**src/rtl/cond_pkg.sv**
```systemverilog
// Shared types for the condition/flag unit: condition-code encoding,
// flag bit positions and the packed {N,Z,C,V} flag record.
package cond_pkg;

   typedef enum logic [3:0] {
      EQ = 4'h0, NE = 4'h1, CS = 4'h2, CC = 4'h3,
      MI = 4'h4, PL = 4'h5, VS = 4'h6, VC = 4'h7,
      HI = 4'h8, LS = 4'h9, GE = 4'hA, LT = 4'hB,
      GT = 4'hC, LE = 4'hD, AL = 4'hE, NV = 4'hF
   } cond_e;

   localparam int FLAG_N = 3;
   localparam int FLAG_Z = 2;
   localparam int FLAG_C = 1;
   localparam int FLAG_V = 0;

   typedef struct packed {
      logic n;
      logic z;
      logic c;
      logic v;
   } flags_t;

endpackage

```
**src/rtl/cond_check.sv**
```systemverilog
// Combinational evaluation of a 4-bit condition field against the stored flags.
module cond_check
   import cond_pkg::*;
(
   input  cond_e  cond,
   input  flags_t flags,
   output logic   cond_ex
);

   always_comb begin
      cond_ex = 1'b1;
      unique case (cond)
         EQ: cond_ex = flags.z;
         NE: cond_ex = ~flags.z;
         CS: cond_ex = flags.c;
         CC: cond_ex = ~flags.c;
         MI: cond_ex = flags.n;
         PL: cond_ex = ~flags.n;
         VS: cond_ex = flags.v;
         VC: cond_ex = ~flags.v;
         HI: cond_ex = flags.c & ~flags.z;
         LS: cond_ex = ~flags.c | flags.z;
         GE: cond_ex = (flags.n == flags.v);
         LT: cond_ex = (flags.n != flags.v);
         GT: cond_ex = ~flags.z & (flags.n == flags.v);
         LE: cond_ex = flags.z | (flags.n != flags.v);
         // NV is treated as always-execute, same as AL
         AL, NV: cond_ex = 1'b1;
         default: cond_ex = 1'b1;
      endcase
   end

endmodule

```
**src/rtl/cond_flag_unit.sv**
```systemverilog
// Architectural flag register with condition-gated write strobes and a
// small LIFO of flag snapshots used around exception entry and return.
module cond_flag_unit
   import cond_pkg::*;
#(
   parameter int SAVE_DEPTH = 4
) (
   input  logic       i_CLK,
   input  logic       i_NRESET,
   input  logic [3:0] i_Cond,
   input  logic [3:0] i_ALUFlags,
   input  logic [1:0] i_FlagW,
   input  logic       i_PCS,
   input  logic       i_RegW,
   input  logic       i_MemW,
   input  logic       i_NoWrite,
   input  logic       i_Stall,
   input  logic       i_Push,
   input  logic       i_Pop,
   output logic       o_CondEx,
   output logic       o_PCSrc,
   output logic       o_RegWrite,
   output logic       o_MemWrite,
   output logic [3:0] o_Flags,
   output logic       o_StackFull,
   output logic       o_StackEmpty,
   output logic       o_StackErr
);

   localparam int CW = $clog2(SAVE_DEPTH + 1);
   localparam int IW = (SAVE_DEPTH > 1) ? $clog2(SAVE_DEPTH) : 1;

   flags_t          flags_q;
   flags_t          flags_d;
   flags_t          stack_q [SAVE_DEPTH];
   logic [CW-1:0]   count_q;
   logic            err_q;
   logic            cond_ex;

   logic            full;
   logic            empty;
   logic            do_push;
   logic            do_pop;
   logic            conflict;
   logic            push_ok;
   logic            pop_ok;
   logic            err_set;
   logic [IW-1:0]   push_idx;
   logic [IW-1:0]   pop_idx;

   cond_check u_cond_check (
      .cond    (cond_e'(i_Cond)),
      .flags   (flags_q),
      .cond_ex (cond_ex)
   );

   // Strobes are gated purely combinationally so they stay valid during a stall
   assign o_CondEx   = cond_ex;
   assign o_PCSrc    = i_PCS & cond_ex;
   assign o_RegWrite = i_RegW & cond_ex & ~i_NoWrite;
   assign o_MemWrite = i_MemW & cond_ex;

   assign full  = (count_q == CW'(SAVE_DEPTH));
   assign empty = (count_q == '0);

   assign do_push  = ~i_Stall & i_Push & ~i_Pop;
   assign do_pop   = ~i_Stall & i_Pop & ~i_Push;
   assign conflict = ~i_Stall & i_Push & i_Pop;
   assign push_ok  = do_push & ~full;
   assign pop_ok   = do_pop & ~empty;
   assign err_set  = (do_push & full) | (do_pop & empty) | conflict;

   assign push_idx = IW'(count_q);
   assign pop_idx  = IW'(count_q - CW'(1));

   always_comb begin
      flags_d = flags_q;
      if (cond_ex & i_FlagW[1]) begin
         flags_d.n = i_ALUFlags[FLAG_N];
         flags_d.z = i_ALUFlags[FLAG_Z];
      end
      if (cond_ex & i_FlagW[0]) begin
         flags_d.c = i_ALUFlags[FLAG_C];
         flags_d.v = i_ALUFlags[FLAG_V];
      end
   end

   // A successful pop takes priority over the ALU flag update
   always_ff @(posedge i_CLK) begin
      if (!i_NRESET) begin
         flags_q <= '0;
         count_q <= '0;
         err_q   <= 1'b0;
      end else begin
         if (pop_ok) begin
            flags_q <= stack_q[pop_idx];
         end else if (!i_Stall) begin
            flags_q <= flags_d;
         end
         if (push_ok) begin
            count_q <= count_q + CW'(1);
         end else if (pop_ok) begin
            count_q <= count_q - CW'(1);
         end
         if (err_set) begin
            err_q <= 1'b1;
         end
      end
   end

   // Snapshot contents need no reset; only the count qualifies them
   always_ff @(posedge i_CLK) begin
      if (i_NRESET && push_ok) begin
         stack_q[push_idx] <= flags_q;
      end
   end

   assign o_Flags      = flags_q;
   assign o_StackFull  = full;
   assign o_StackEmpty = empty;
   assign o_StackErr   = err_q;

endmodule

```
**config.mk**
```make
export PLATFORM = sky130hd
export DESIGN_NAME = cond_flag_unit
export DESIGN_NICKNAME = d
export VERILOG_FILES = /design/src/rtl/cond_pkg.sv /design/src/rtl/cond_check.sv /design/src/rtl/cond_flag_unit.sv
export SDC_FILE = /design/constraint.sdc
export NUM_CORES = 1
export LEC_CHECK = 0
export CORE_MARGIN = 2
export CORE_UTILIZATION = 53
export DETAILED_ROUTE_END_ITERATION = 12
export MAX_ROUTING_LAYER = met4
export PLACE_DENSITY = 0.82
export RECOVER_POWER = 50
export SETUP_SLACK_MARGIN = 0.2
export SLEW_MARGIN = 20
export SYNTH_ARGS = -nofsm -noshare
export SYNTH_HDL_FRONTEND = slang
export SYNTH_SLANG_ARGS = --single-unit
```
**constraint.sdc**
```tcl
create_clock -name i_CLK -period 8.85 [get_ports i_CLK]
set_clock_uncertainty 0.15 [all_clocks]
set_input_delay 1.77 -clock i_CLK [delete_from_list [all_inputs] [get_ports i_CLK]]
set_output_delay 1.77 -clock i_CLK [all_outputs]
set_load 0.01 [all_outputs]
```
==> impl_metrics.toml <==
[outcome]
status = "complete, no violations"

[clock_network]
cts_resized = 0
post-cts-setup-buffer-count = 0
htree_num_levels = 1
cts_root_buffer = "clkbuf_4"
clk_transition_reported_paths_ns = 0.12
cts_hold_buf = 0
cts_tree = "done"
cts.path.max_buffers = 2
cts_made_buffers = 3
cts.sinks = 24
clkLatencyLatePin_ns = 0.30

[routing]
ant_nets = 0
post_drt_wl_per_cell_um = 14.91
viasPerCell = 5.855
firstDrtPassIters = 4
vias = 1048
route.final.wire_length_um = 2668
drt_iter0_markers = 20
drc = 0

[critical_path]
cp_common_cell = "clkdlybuf4s50_1"
critPathBufInv = 2
r2r_end = "stack_q[3][1]"
critical_path_class = "input pin to output pin"
cp.arrival_ns = 4.08
crit_cells = 8
worst_ep_required_time_ns = 6.93
crit_path_max_incr_delay_ns = 0.60
r2r_cells = 5
regToRegSetupSlack_ns = 5.83
critPathCaptureType = "output pin"
crit_start = "i_Cond[0]"
crit_path_cell_trace = "clkdlybuf4s50_1, xnor2_1, and3b_1, o31a_1, nor3_4, nor2_1, and2_1, clkdlybuf4s50_1"
cp_slowest_cell = "clkdlybuf4s50_1"
crit_family = "buffers and inverters"
cp_max_fo = 7
cp-start-kind = "input pin"
r2r_start = "count_q[0]"
critPathCapture = "o_MemWrite"

[timing]
setup_tns_ns = 0
fmaxAchievable_ghz = 0.1666
finalSetupViolCount = 0
hold_slack_ns = 0.3270
slew_headroom = 0.1892
worst_slew_pin_slew_ns = 1.199
finalHoldViolations = 0
maxSlewViolCount = 0
rsz0062_at_grt = "no"
min_period_over_period = 0.6782
fin_crit_ns = 6.002

[floorplanning]
design.core.area_um2 = 2455
initial_core_util = 0.5591
dieArea_um2 = 3013
ios = 30
die_x_um = 54.89
num_rows = 18
die_h_um = 54.89

[finish]
syn_to_final_growth_pct = 23.79
final.fill_count = 189
seqCellArea_um2 = 640.6
drive_above_1_share = 0.08054
antenna_cells = 0
multi_input_area_um2 = 689.4
fin_nets = 175

[synthesis]
synth.top_cell.area_share = 0.3500
yosysSeqAreaShare = 0.4667
yosys.area.top_type = "edfxtp_1"
synth-edff-count = 16
synthTopCellsByCount = "edfxtp_1, dfxtp_1, nand2_1, and2_1, ha_1"
syn-instance-count = 122
avgSynthCellArea_um2 = 11.25
syn_nets = 147
ys_top_cells_by_area = "edfxtp_1, dfxtp_1, mux4_2"
synth_cell_type_count = 40
synthFlopType = "edfxtp_1"
synthArstFlopShare = 0
ys_warn_count = 0
post-synth-top-count-cell = "edfxtp_1"
ys_seq_elements = 24
syn_area_um2 = 1373

[placed_design]
dp_hpwl_um = 2079
gp_congestion = 0.8125
io_buffers = 29

[grt]
antenna_found_initial = 0
overflow = 0
grt_pass1_wl_um = 4271
track_usage = 0.2076
grt_pass1_vias = 967
grt_max_degree = 14

[min_path]
hold_class = "flop to flop"

[power_and_ir_drop]
vdd_drop_max_v = 0.00008535
power.leakage_nw = 0.6289
cellPowerDensity_nw_per_um2 = 136.5

[flow_run]
maxCapViolations = 0
-- stage by stage --
step | power, mW | instance area, µm² | utilization | std cells | worst slack [ns]
2_1_floorplan | 0.1629 | 1373 | - | 122 | 3.765
3_3_place_gp | 0.1861 | 1673 | 0.6814 | 175 | 2.845
3_5_place_dp | 0.1876 | 1673 | 0.6814 | 175 | 2.828
4_1_cts | 0.2346 | 1699 | 0.6922 | 179 | 2.819
5_1_grt | 0.2440 | 1699 | 0.6922 | 179 | 2.670
6_report | 0.2319 | 1699 | 0.6922 | 179 | 2.848
-- worst min-delay path by stage --
stage                           from    endpoint  slack (ns)  cells after the start
after floorplan           o_StackErr  o_StackErr        0.36                      1
after global placement    o_StackErr  o_StackErr        0.30                      1
after detailed placement  o_StackErr  o_StackErr        0.31                      1
after CTS                 o_StackErr  o_StackErr        0.34                      1
after global routing      o_StackErr  o_StackErr        0.37                      1
final                     o_StackErr  o_StackErr        0.33                      1
-- metal layers --
layer	vias up	global-route usage	part of all wire
met4	0	0.03659	0.0056
met1	483	0.2837	0.48
met3	2	0.03226	0.057
li1	522	-	-
met2	41	0.3333	0.46
met5	-	-	0
-- flip-flops by register name, indices dropped and copies added, names as in the netlist --
| name | cells |
|---|---|
| o_Flags | 4 |
| o_StackErr | 1 |
| stack_q | 16 |
| count_q | 3 |
-- power breakdown --
part           switching, mW  leakage (nW)  total [mW]  internal [mW]
Sequential           0.00655         0.211       0.130          0.124
Combinational         0.0232         0.403      0.0539         0.0307
Clock                 0.0302        0.0150      0.0477         0.0176
-- cells in the final DEF (no fill, tap or decap), types with 2 or more instances in the layout --
| master | netlist | routed |
|---|---|---|
| a21oi_1 | 5 | 5 |
| a22o_1 | 2 | 2 |
| a31oi_1 | 2 | 2 |
| and2_1 | 7 | 7 |
| and3_1 | 5 | 5 |
| clkbuf_4 | 0 | 3 |
| clkdlybuf4s50_1 | 0 | 23 |
| dfxtp_1 | 8 | 8 |
| dlygate4sd3_1 | 0 | 6 |
| edfxtp_1 | 16 | 16 |
| ha_1 | 6 | 6 |
| inv_1 | 4 | 4 |
| mux2i_1 | 4 | 4 |
| mux4_2 | 4 | 4 |
| nand2_1 | 8 | 8 |
| nand2b_1 | 3 | 3 |
| nand3_1 | 2 | 2 |
| nand3b_1 | 2 | 2 |
| nor2_1 | 5 | 5 |
| nor2b_1 | 3 | 3 |
| nor4b_1 | 4 | 4 |
| o21a_1 | 3 | 3 |
| o21ai_0 | 4 | 4 |
| o31a_1 | 2 | 2 |
| o31ai_1 | 2 | 2 |
-- cell families (layout without fill, tap and decap cells) --
group                    after synthesis  count (layout)  share of synthesized area
flip-flops                            24              24                     0.4667
adder cells (fa/ha/maj)                6               6                    0.05469
XOR/XNOR                               2               2                    0.01276
AND/OR/NAND/NOR                       46              46                     0.2088
multiplexers                           8               8                    0.09481
buffers and inverters                 10              37                    0.03099
AO/OA/AOI/OAI                         26              26                     0.1313
-- area by class of cell --
cell class | instances | area share
Clock buffer | 4 | 0.01546
Inverter | 4 | 0.008837
Multi-Input combinational cell | 88 | 0.4057
Sequential cell | 24 | 0.3770
Tap cell | 30 | 0.02209
Timing Repair Buffer | 29 | 0.1708
Note: power is estimated with default switching activity, not from simulation.
